## src/rtl/puf_response_reader.sv

```systemverilog
// Sweeps the 16 PUF challenge addresses and hands out the 16-bit key as two bytes.
// Define PUF_READER_MAJORITY_EN for three rounds per address with a majority vote.
module puf_response_reader #(
  parameter int SETTLE_CYCLES = 8
) (
  input  logic       clk,
  input  logic       reset,
  input  logic       go,
  output logic       puf_start,
  output logic [3:0] puf_addr,
  input  logic       puf_bit,
  output logic [7:0] key_byte,
  output logic       key_valid,
  input  logic       key_ready,
  output logic       busy,
  output logic       done
);

  typedef enum logic [2:0] {
    IDLE,
    DRIVE,
    GAP,
    SEND_LO,
    SEND_HI
  } state_t;

  localparam logic [7:0] LAST_CNT = 8'(SETTLE_CYCLES - 1);

  state_t      r_state;
  state_t      w_next;
  logic [7:0]  r_cnt;
  logic [3:0]  r_addr;
  logic [15:0] r_key;
  logic        r_done;
  logic        w_last_drive;
  logic        w_last_round;
  logic        w_resolved;

  assign w_last_drive = (r_state == DRIVE) && (r_cnt == LAST_CNT);

`ifdef PUF_READER_MAJORITY_EN
  logic [1:0] r_round;
  logic [2:0] r_vote;

  assign w_last_round = (r_round == 2'd2);
  assign w_resolved   = (r_vote[0] & r_vote[1]) |
                        (r_vote[0] & r_vote[2]) |
                        (r_vote[1] & r_vote[2]);

  always_ff @(posedge clk or posedge reset) begin
    if (reset) begin
      r_round <= 2'd0;
      r_vote  <= 3'd0;
    end else if (r_state == IDLE) begin
      r_round <= 2'd0;
      r_vote  <= 3'd0;
    end else if (w_last_drive) begin
      r_vote[r_round] <= puf_bit;
    end else if (r_state == GAP) begin
      r_round <= w_last_round ? 2'd0 : r_round + 2'd1;
    end
  end
`else
  logic r_sample;

  assign w_last_round = 1'b1;
  assign w_resolved   = r_sample;

  always_ff @(posedge clk or posedge reset) begin
    if (reset) begin
      r_sample <= 1'b0;
    end else if (w_last_drive) begin
      r_sample <= puf_bit;
    end
  end
`endif

  always_ff @(posedge clk or posedge reset) begin
    if (reset) begin
      r_state <= IDLE;
    end else begin
      r_state <= w_next;
    end
  end

  always_ff @(posedge clk or posedge reset) begin
    if (reset) begin
      r_cnt  <= 8'd0;
      r_addr <= 4'd0;
      r_key  <= 16'd0;
      r_done <= 1'b0;
    end else begin
      r_done <= (r_state == SEND_HI) && key_ready;
      case (r_state)
        IDLE: begin
          r_cnt  <= 8'd0;
          r_addr <= 4'd0;
          if (go) begin
            r_key <= 16'd0;
          end
        end
        DRIVE: begin
          r_cnt <= w_last_drive ? 8'd0 : r_cnt + 8'd1;
        end
        GAP: begin
          if (w_last_round) begin
            r_key[r_addr] <= w_resolved;
            r_addr        <= r_addr + 4'd1;
          end
        end
        default: begin
          r_cnt <= 8'd0;
        end
      endcase
    end
  end

  always_comb begin
    w_next    = r_state;
    puf_start = 1'b0;
    puf_addr  = 4'd0;
    key_byte  = 8'd0;
    key_valid = 1'b0;
    busy      = (r_state != IDLE);
    done      = r_done;
    case (r_state)
      IDLE: begin
        if (go) begin
          w_next = DRIVE;
        end
      end
      DRIVE: begin
        puf_start = 1'b1;
        puf_addr  = r_addr;
        if (w_last_drive) begin
          w_next = GAP;
        end
      end
      GAP: begin
        puf_addr = r_addr;
        // Final address of the final round hands over to the byte transfer.
        if (w_last_round && (r_addr == 4'd15)) begin
          w_next = SEND_LO;
        end else begin
          w_next = DRIVE;
        end
      end
      SEND_LO: begin
        key_byte  = r_key[7:0];
        key_valid = 1'b1;
        if (key_ready) begin
          w_next = SEND_HI;
        end
      end
      SEND_HI: begin
        key_byte  = r_key[15:8];
        key_valid = 1'b1;
        if (key_ready) begin
          w_next = IDLE;
        end
      end
      default: begin
        w_next = IDLE;
      end
    endcase
  end

endmodule

```

## config.mk

```make
export PLATFORM = sky130hd
export DESIGN_NAME = puf_response_reader
export DESIGN_NICKNAME = d
export VERILOG_FILES = /design/src/rtl/puf_response_reader.sv
export SDC_FILE = /design/constraint.sdc
export NUM_CORES = 1
export LEC_CHECK = 0
export CORE_MARGIN = 10
export CORE_UTILIZATION = 58
export CTS_BUF_LIST = sky130_fd_sc_hd__clkbuf_4 sky130_fd_sc_hd__clkbuf_8
export CTS_CLUSTER_DIAMETER = 30
export DETAILED_ROUTE_END_ITERATION = 8
export HOLD_SLACK_MARGIN = 0.15
export PLACE_DENSITY = 0.86
export RECOVER_POWER = 25
export SLEW_MARGIN = 20
export SYNTH_ARGS = -nofsm -noshare
export SYNTH_HDL_FRONTEND = slang
export SYNTH_SLANG_ARGS = --single-unit
```

## constraint.sdc

```tcl
create_clock -name clk -period 1.64 [get_ports clk]
set_input_delay 0.246 -clock clk [delete_from_list [all_inputs] [get_ports clk]]
set_output_delay 0.246 -clock clk [all_outputs]
set_load 0.1 [all_outputs]
```

==> results of run 1 <==
report_power, final:
group	switching [W]	internal, W	leakage [nW]
Clock	0.000294	0.000248	0.0413
Combinational	0.00180	0.00126	0.747
Sequential	0.000329	0.00102	0.440
per-layer routing:
layer	routed length, um	part of all wire (%)	track usage [%]
met1	2250	37	19.4
met2	3040	50	30.4
met3	541	8.9	5.66
met4	252	4.1	8.36
met5	0	0	0
through the flow:
step	cells	setup WS (ps)	area, um^2	utilization (%)	total power, W
2_1_floorplan	198	-536	1940	-	0.00297
3_3_place_gp	264	57.4	2390	78.4	0.00370
3_5_place_dp	264	-5.14	2390	78.4	0.00379
4_1_cts	281	-322	2560	83.7	0.00452
5_1_grt	288	-404	2650	86.9	0.00513
6_report	288	-356	2650	86.9	0.00495
worst max-delay path by stage:
stage / start / end / slack, ps / depth (start not counted)
floorplan: r_state[2] / puf_addr[2] / -540 / 5
global placement: r_state[0] / puf_addr[3] / 60 / 5
detailed placement: r_state[0] / puf_addr[2] / -5 / 5
CTS: r_state[1] / puf_addr[2] / -320 / 5
global route: r_state[1] / puf_addr[2] / -400 / 5
finish: r_state[1] / puf_addr[2] / -360 / 5
cell usage after synthesis:
cell / instances
nand2_1: 36
dfrtp_1: 33
nand4_1: 15
nor2_1: 15
a22o_1: 11
o211ai_1: 11
o21ai_0: 8
clkbuf_1: 7
ha_1: 6
inv_1: 6
nand3_1: 5
nor2b_1: 5
buf_2: 4
nor3_1: 4
o311ai_0: 4
xnor2_1: 3
a21o_1: 2
and2_1: 2
mux2_2: 2
nand2b_1: 2
nor3b_1: 2
or2_2: 2
a211oi_1: 1
a31oi_4: 1
buf_4: 1
buf_6: 1
nand4bb_1: 1
nor3b_2: 1
nor4_1: 1
nor4b_1: 1
nor4b_2: 1
o21a_1: 1
o31ai_1: 1
o32ai_1: 1
or3b_4: 1
worst min-delay path, cell delays in order:
cell	delay [ps]
clkdlybuf4s50_1	420
inv_1	70
o31ai_1	70
cells by family (layout without fill, tap and decap cells):
| family | count (synthesis) | after routing | share of synthesized area, % |
|---|---|---|---|
| compound gates | 41 | 41 | 17.5 |
| mux | 2 | 2 | 1.23 |
| fa+ha+maj | 6 | 6 | 4.08 |
| simple gates | 94 | 94 | 26.1 |
| buf+inv | 19 | 65 | 4.77 |
| xor+xnor | 3 | 3 | 1.43 |
| flops | 33 | 33 | 44.9 |
registers in the layout, indices dropped and copies added (netlist names):
| name | cells |
|---|---|
| r_cnt | 8 |
| r_state | 3 |
| done | 1 |
| r_key | 16 |
| r_sample | 1 |
| r_addr | 4 |
cell type report:
class	instances	area, um^2
multi-input combinational	146	1060
clock buffer	7	65.1
tap	44	55.1
clock inverter	1	5.00
fill	153	399
inverter	6	26.3
timing repair buffer	51	609
sequential	33	830
what timing repair did:
action	in CTS	in global routing
setup endpoints to repair	17	29
gates resized for setup	9	17
buffers inserted	8	7
pin swaps	2	9
gates cloned	1	1
==> results.md, run 1 <==
- Cell row count: 20
- Die height: 76.3 um
- Clock Sinks: 33
- Synth area leaders: dfrtp_1 (45%), nand2_1 (7.4%), a22o_1 (5.2%)
- Wire length per cell: 21.1 um
- DRT Pass-1 Iters: 4
- Lkg Pwr: 1.23 nW
- Overall Global Routing Usage: 17.7%
- Initial antenna violation count: 0
- Starting density of the core: 60.2%
- Clock slew at reported path FFs: 110 ps
- Fmax: 501 MHz
- H-tree depth: 2
- Share of cells above drive strength 1: 35.7%
- Final worst-path cycle share: 122%
- Area of the die: 5820 um^2
- Initial DRC count: 367
- Min-delay src: puf_bit
- Commonest non-fill, non-tap cells in the layout: nand2_1 (35), dfrtp_1 (30), buf_4 (25)
- Final antenna-violating net count: 0
- Slack of the critical path: -356 ps
- Max VDD drop: 1300 uV
- First-pass GRT wire length: 8470 um
- Synth Area per Inst: 9.28 um^2
- Die W: 76.3 um
- Routability cong.: 0.913
- Slew headroom: 43.5%
- Fin. max-slew vios: 0
- P&R area growth vs syn: 44.4%
- Max Cap Viol: 0
- Bufs and invs on worst path: 2
- Failing checks: negative setup slack
- Maximum clock path buffer count: 2
- Reg2reg start: r_state[1]
- I/O pin count: 21
- Final #Nets: 254
- Worst path slowest cell: dfrtp_2
- Final setup fails: 25
- Tmin final: 2000 ps
- Hold_buf cts: 0
- Wirelength, routed: 6080 um
- Area of the mapped netlist: 1840 um^2
- CTS tree: built
- Top-area cell type share of the netlist area: 44.9%
- Global route total overflow: 0
- Worst Max-Slew Pin Slew: 847 ps
- Root Driver: clkbuf_4
- Endpoints failing hold: 0
- Hold endpoint: r_sample
- Setup tns final: -5700 ps
- Vias in the first global route: 1748
- Yosys top cell by area: dfrtp_1
- R2r worst-path depth: 7
- Critical path peak fanout: 5
- RSZ-0062 raised after global routing: true
- Crit-path leading delay family: simple AND/OR/NAND/NOR gates
- Critical Path RT: 1390 ps
- Hold Path Stages: 3
- HP Class: in2reg
- Crit-path max cell delay: 460 ps
- Synth cell types: 35
- Sequential element share of the synthesized area: 44.9%
- DRC violations left: 0
- Commonest non-fill, non-tap cell in the layout: nand2_1
- Vias: 1888
- DR vias/cell: 6.56
- Hold_ws: 479 ps
- HPWL after DPL: 3400 um
- Pwr dens: 1870 nW/um^2
- CP endpoint kind: primary output
- Syn nets: 209
- Critical path data arrival time: 1750 ps
- R2R setup slack: -200 ps
- Cts bufs inserted: 5
- Synth warnings: 0
- I/O Buffers: 20
- Worst r2r dst: r_cnt[7]
- Outcome: finished with violations
- ANT cells: 0
- Synth Register Bits: 33
- CORE AREA: 3050 um^2
- Cell Chain, Critical Path: or3b_4 > clkinvlp_4 > nor2_4 > nor2b_4 > buf_12
- Clock skew: 9.08 ps
- Crit Path Category: reg2out
- Clk_lat worst skew: 360 ps
- Post-synthesis cell count: 198
- Pin count of the biggest net entering global routing: 34
- CP startpoint kind: flip-flop
No activity file was read; power rests on OpenSTA's default activity.
==> run 2: changes to the inputs <==
- REMOVE_ABC_BUFFERS: unset -> 1
==> run 2 against run 1 <==
  * The flow still finishes with violations (negative setup slack)
  * Die area unchanged
  * Setup slack worse by 240 ps
  * Utilization grew 3.6 points
  * Via count is 8.8% higher
  * Hold slack gained 7.0 ps
  * Critical path type is now reg2reg
  * Highest routed layer unchanged
==> results.md, run 2 (synthesized netlist as in run 1, its figures left out) <==
- Critical path peak fanout: 4 (-1)
- P&R area growth vs syn: 50.4%
- Area of the multi-input gates: 1120 um^2 (+5.3%)
- Max VDD drop: 1320 uV (+1.6%)
- Clk pwr share: 9.4% (-1.6 points)
- Crit Path Category: reg2reg
- Area of the die: 5820 um^2 (unchanged)
- Largest Register: r_key
- Met3 routed WL: 782 um (+45%)
- Cts bufs inserted: 5 (unchanged)
- DR top layer: met4
- Slack of the critical path: -594 ps (-238 ps)
- Starting density of the core: 60.2% (unchanged)
- Placed inst area: 2320 um^2 (-3.2%)
- H-tree depth: 2 (unchanged)
- Setup crit end: r_key[3]
- Internal power: 0.00253 W (about the same)
- WL met1: 2520 um (+12%)
- CTS tree: built
- First-pass GRT wire length: 8920 um (+5.4%)
- Max reg flops: 16 (unchanged)
- Sw Pwr: 0.00262 W (+8.1%)
- Critical path data arrival time: 2450 ps (+700 ps)
- R2R setup slack: -590 ps (-390 ps)
- Die W: 76.3 um (unchanged)
- Root Driver: clkbuf_4
- DR vias/cell: 6.96 (+6.2%)
- Seq. cell area: 828 um^2 (-0.15%)
- Wire length per cell: 24.2 um (+14%)
- Largest regs: r_key: 16 flops, r_cnt: 8 flops, r_addr: 4 flops
- Overall Global Routing Usage: 18.4% (+0.64 points)
- Outcome: finished with violations
- Fin. max-slew vios: 0 (unchanged)
- Max Cap Viol: 0 (unchanged)
- I/O Buffers: 20 (unchanged)
- Wirelength, routed: 7130 um (+17%)
- CP startpoint kind: flip-flop
- I/O pin count: 21 (unchanged)
- Vias in the first global route: 1811 (+3.6%)
- CORE AREA: 3050 um^2 (unchanged)
- Commonest non-fill, non-tap cells in the layout: nand2_1 (31), dfrtp_1 (31), buf_4 (25)
- Worst r2r dst: r_key[3]
- Maximum clock path buffer count: 2 (unchanged)
- Comb pwr share: 64.1% (+2.2 points)
- ANT cells: 0 (unchanged)
- R2r worst-path depth: 6 (-1)
- Cell Count, Final, Fillers Out: 295 (+2.4%)
- Worst Max-Slew Pin Slew: 854 ps (+6.39 ps)
- Worst Setup SP: r_state[2]
- HP Class: in2reg
- RSZ-0062 raised after global routing: true
- Final setup fails: 39 (+56%)
- Endpoints failing hold: 0 (unchanged)
- Placed Cells: 266 (+0.76%)
- Post-route cell area: 2760 um^2 (+4.1%)
- Final #Nets: 261 (+2.8%)
- Routability cong.: 0.880 (-3.6%)
- Cell row count: 20 (unchanged)
- Die height: 76.3 um (unchanged)
- Tmin final: 2230 ps (+238 ps)
- Vias: 2054 (+8.8%)
- Reg2reg start: r_state[2]
- Lkg Pwr: 1.28 nW (+4.2%)
- Clock Sinks: 33 (unchanged)
- Pin count of the biggest net entering global routing: 34 (unchanged)
- Initial DRC count: 444 (+21%)
- Final antenna-violating net count: 0 (unchanged)
- Fmax: 448 MHz (-11%)
- Pwr dens: 1860 nW/um^2 (-0.14%)
- Fill count: 112 (-27%)
- HPWL after DPL: 3390 um (-0.34%)
- Global route total overflow: 0 (unchanged)
- DRT Pass-1 Iters: 5 (+1)
- Clock skew: 18.5 ps (+9.41 ps)
- Share of cells above drive strength 1: 38.2% (+2.6 points)
- Clk_lat worst skew: 370 ps (about the same)
- Critical Path RT: 1860 ps (+470 ps)
- Slew headroom: 42.4% (-1.1 points)
- Failing checks: negative setup slack
- Flop pwr share: 26.6% (-0.6 points)
- Met2 WL: 3350 um (+10%)
- CP endpoint kind: flip-flop
- Sw Share: 50.9% (+1.9 points)
- Hold_ws: 486 ps (+6.96 ps)
- Final worst-path cycle share: 136% (+15 points)
- Initial antenna violation count: 0 (unchanged)
- Clock slew at reported path FFs: 130 ps (+20 ps)
- DRC violations left: 0 (unchanged)
==> run 2: changes by cell type in the layout (fill, tap and decap cells not counted), moves of 4 or more <==
| cell | previous run | this run |
|---|---|---|
| a22o_1 | 3 | 10 |
| a22o_4 | 6 | 1 |
| nand2_4 | 0 | 4 |
| buf_6 | 5 | 10 |
| nand2_1 | 35 | 31 |
==> run 2: metal layers <==
layer	GRT usage (%)	vias up
li1	-	822
met1	20.3	957
met2	31.2	207
met3	6.25	68
met4	8.18	0
met5	0	-
==> run 2: layout make-up <==
cell class	instances	area share [%]
clock buffer	5	1.36
clock inverter	3	0.634
inverter	6	0.905
multi-input combinational	147	40.5
sequential	33	30.0
tap	44	1.99
timing repair buffer	57	24.6
==> run 2: how the worst min path moves through the flow <==
stage	start	to	slack, ps	cells after the start
5_1_grt	puf_bit	r_sample	510	3
3_5_place_dp	r_key[8]	r_key[8]	510	2
6_report	puf_bit	r_sample	490	3
3_3_place_gp	r_key[13]	r_key[13]	510	2
4_1_cts	reset	r_cnt[0]	280	3
2_1_floorplan	key_ready	r_state[1]	360	1
==> run 2: critical path, cell delays in order, from the launching register on <==
cell	delay (ps)
dfrtp_2	490
buf_6	140
buf_6	120
buf_6	130
nand4bb_4	270
o311ai_0	750
nand2_1	180
==> run 2: timing repair <==
action	4_1_cts	5_1_grt
cloned	0	2
resized for setup	18	47
setup endpoints to repair	18	37
hold buffers	0	0
buffers inserted	6	14
pin swaps	0	27
==> run 2: power groups by stage <==
| stage | clock, W | combinational (W) | sequential, W |
|---|---|---|---|
| 2_1_floorplan | 0 | 0.00144 | 0.00125 |
| 3_3_place_gp | 0 | 0.00228 | 0.00128 |
| 3_5_place_dp | 0 | 0.00234 | 0.00130 |
| 4_1_cts | 0.000466 | 0.00260 | 0.00128 |
| 5_1_grt | 0.000529 | 0.00341 | 0.00138 |
| 6_report | 0.000484 | 0.00330 | 0.00137 |
==> run 2: metrics by stage <==
stage	power, W	setup TNS, ps	worst slack [ps]	utilization [%]
floorplan	0.00270	-19330	-1730	-
global placement	0.00355	-448	-51.0	75.9
detailed placement	0.00364	-2000	-193	75.9
CTS	0.00435	-5060	-314	80.9
global route	0.00531	-10710	-581	90.5
finish	0.00515	-9530	-594	90.5
==> run 3: changes to the inputs <==
- CORE_ASPECT_RATIO: unset -> 2
==> run 3 against run 2 <==
  * The run now fails in global routing
  * Synthesized cell count unchanged
  * Area after synthesis is the same
==> results.md, run 3 <==
- Outcome: did not finish
- Last step reached: global routing
- Log Error: [ERROR DPL-0038] Utilization greater than 100%, impossible to legalize
- Sequential element share of the synthesized area: 44.9% (unchanged)
- Post-synthesis cell count: 198 (unchanged)
- I/O Buffers: 20 (unchanged)
- Area of the mapped netlist: 1840 um^2 (unchanged)
- GR repair worst EP: key_byte[3]
- Die W: 59.8 um (-22%)
- Cell with the most instances after synthesis: nand2_1
- Top-area cell type share of the netlist area: 44.9% (unchanged)
- Placed inst area: 2310 um^2 (-0.22%)
- Synth area leaders: dfrtp_1 (45%), nand2_1 (7.4%), a22o_1 (5.2%)
- Hold_buf cts: 0 (unchanged)
- Root Driver: clkbuf_8
- Post-synth EDFFs: 0 (unchanged)
- Synth warnings: 0 (unchanged)
- Synth Register Bits: 33 (unchanged)
- Cell row count: 28 (+40%)
- Starting density of the core: 61.0% (+0.80 points)
- Cts bufs inserted: 5 (unchanged)
- Die height: 99.6 um (+31%)
- Yosys top cell by area: dfrtp_1
- Synth cell types: 35 (unchanged)
- Routability cong.: 0.894 (+1.5%)
- Worst endpoint type: primary output
- Pin count of the biggest net entering global routing: 34
- Ys flop type: dfrtp_1
- I/O pin count: 21 (unchanged)
- Clock Sinks: 33 (unchanged)
- Maximum clock path buffer count: 2 (unchanged)
- Synth Area per Inst: 9.28 um^2 (unchanged)
- H-tree depth: 2 (unchanged)
- Post-synth ARST share: 100% (unchanged)
- HPWL after DPL: 3650 um (+7.5%)
- Commonest cells in the netlist: nand2_1 (36), dfrtp_1 (33), nand4_1 (15), nor2_1 (15)
run 3: cell families after synthesis:
family / count (synthesis) / synth area share, %
xor+xnor: 3 / 1.43
buf+inv: 19 / 4.77
mux: 2 / 1.23
simple gates: 94 / 26.1
flops: 33 / 44.9
compound gates: 41 / 17.5
fa+ha+maj: 6 / 4.08
run 3: what timing repair did:
item | CTS
endpoints found under the hold margin | 0
pin swaps | 8
endpoints found under the setup margin | 18
buffers inserted | 14
gates cloned | 2
resized for setup | 46
run 3: through the flow:
step | cells | setup TNS [ps] | hold slack (ps) | setup WS [ps] | util [%]
2_1_floorplan | 185 | -19330 | 355 | -1730 | -
3_3_place_gp | 252 | -707 | 507 | -88.1 | 76.7
3_5_place_dp | 252 | -1510 | 512 | -171 | 76.7
4_1_cts | 275 | -2960 | 357 | -232 | 90.3
==> run 4: changes to the inputs <==
- CORE_ASPECT_RATIO: 2 -> unset
- CORE_UTILIZATION: 58 -> 40
- CTS_BUF_LIST: sky130_fd_sc_hd__clkbuf_4 sky130_fd_sc_hd__clkbuf_8 -> unset
- CTS_CLUSTER_DIAMETER: 30 -> unset
- HOLD_SLACK_MARGIN: 0.15 -> unset
- PLACE_DENSITY: 0.86 -> unset
- PLACE_DENSITY_LB_ADDON: unset -> 0.15
==> run 4 against run 3 <==
  * The flow now finishes, with violations (negative setup slack)
==> results.md, run 4 (synthesized netlist as in run 1, its figures left out) <==
- Critical Path RT: 1390 ps
- CP endpoint kind: primary output
- Wirelength, routed: 5130 um
- Share of cells above drive strength 1: 34.4%
- DR vias/cell: 5.78
- Fmax: 522 MHz
- Lkg Pwr: 1.26 nW
- Max VDD drop: 1230 uV
- ANT cells: 0
- First-pass GRT wire length: 8380 um
- I/O pin count: 21 (unchanged)
- Clock Sinks: 33 (unchanged)
- Clock skew: 11.3 ps
- Slack of the critical path: -276 ps
- Final setup fails: 29
- Die W: 87.8 um (+47%)
- I/O Buffers: 20 (unchanged)
- Starting density of the core: 41.6% (-19 points)
- Overall Global Routing Usage: 13.5%
- Final #Nets: 260
- Tmin final: 1920 ps
- R2R setup slack: -180 ps
- Vias in the first global route: 1705
- Vias: 1746
- Setup WS pre-CTS: -197 ps (-25.9 ps)
- Root Driver: clkbuf_8
- P&R area growth vs syn: 50.0%
- Routability cong.: 0.852 (-4.7%)
- HPWL after DPL: 3430 um (-5.9%)
- Cts bufs inserted: 5 (unchanged)
- Slew headroom: 43.7%
- Critical path data arrival time: 1670 ps
- Maximum clock path buffer count: 2 (unchanged)
- Wire length per cell: 17.0 um
- Clock slew at reported path FFs: 70 ps
- Largest regs: r_key: 16 flops, r_cnt: 8 flops, r_addr: 4 flops
- H-tree depth: 2 (unchanged)
- Initial antenna violation count: 0
- Max reg flops: 16
- DRT Pass-1 Iters: 4
- CP startpoint kind: flip-flop
- Outcome: finished with violations
- Fin. max-slew vios: 0
- DRC violations left: 0
- Worst Max-Slew Pin Slew: 844 ps
- Hold_buf cts: 0 (unchanged)
- HP Class: in2reg
- Overall power: 0.00513 W
- Max Cap Viol: 0
- Initial DRC count: 114
- Pin count of the biggest net entering global routing: 34
- Fill count: 345
- Pwr dens: 1860 nW/um^2
- Final worst-path cycle share: 117%
- Final antenna-violating net count: 0
- Critical path peak fanout: 6
- Area of the die: 7710 um^2
- Largest Register: r_key
- Commonest non-fill, non-tap cell in the layout: nand2_1
- CORE AREA: 4410 um^2
- Crit Path Category: reg2out
- Global route total overflow: 0
- Failing checks: negative setup slack
- Commonest non-fill, non-tap cells in the layout: nand2_1 (36), dfrtp_1 (30), buf_4 (25)
- Clk_lat worst skew: 290 ps
- Die height: 87.8 um (-12%)
- RSZ-0062 raised after global routing: true
- Endpoints failing hold: 0
- Cell row count: 24 (-14%)
- CTS tree: built
==> run 4: final timing paths <==
kind                                  from          end  depth (start not counted)
worst max-delay path            r_state[0]  puf_addr[3]                          5
worst min-delay path               puf_bit     r_sample                          3
worst max register to register  r_state[0]     r_cnt[5]                          7
worst min register to register    r_key[7]     r_key[7]                          2
max in group asynchronous            reset   r_state[1]                          3
min in group asynchronous            reset    r_key[15]                          3
==> run 4: critical path, cell delays in order (launching register included) <==
cell	delay, ps
dfrtp_2	480
or3b_4	430
inv_4	80
nor2_4	60
nor2b_4	140
buf_12	180
==> run 4: through the flow <==
stage / TNS [ps] / utilization (%) / cells / cell area (um^2) / hold WS [ps]
floorplan: -19330 / - / 185 / 1770 / 355
global placement: -911 / 53.5 / 279 / 2360 / 509
detailed placement: -1780 / 53.5 / 279 / 2360 / 512
CTS: -3740 / 58.6 / 292 / 2580 / 370
global route: -6490 / 62.5 / 302 / 2760 / 499
finish: -4590 / 62.5 / 302 / 2760 / 512
==> run 4: what timing repair did <==
action | 4_1_cts | 5_1_grt
resized for setup | 22 | 22
endpoints found under the setup margin | 19 | 37
cloned | 1 | 1
pin swaps | 2 | 14
buffers inserted | 5 | 11
==> run 4: area by class of cell <==
class	count	area, um^2	area share (%)
Multi-Input combinational cell	147	1060	38.5
Sequential cell	33	830	30.1
Clock buffer	7	86.3	3.13
Clock inverter	1	30.0	1.09
Tap cell	52	65.1	2.36
Inverter	6	25.0	0.907
Timing Repair Buffer	56	659	23.9
==> run 4: power by group <==
group	leakage, nW	internal [W]	switching [W]
combinational	0.761	0.00130	0.00172
sequential	0.440	0.00102	0.000305
clock	0.0585	0.000495	0.000295
total	1.26	0.00281	0.00232
==> run 4: layer usage <==
layer  share of wire (%)  vias up  global-route usage, %
li1                    -      826                      -
met1                  45      861                   17.1
met2                  46       51                   21.2
met3                 6.6        8                   4.09
met4                 1.9        0                   4.78
met5                   0        -                      0
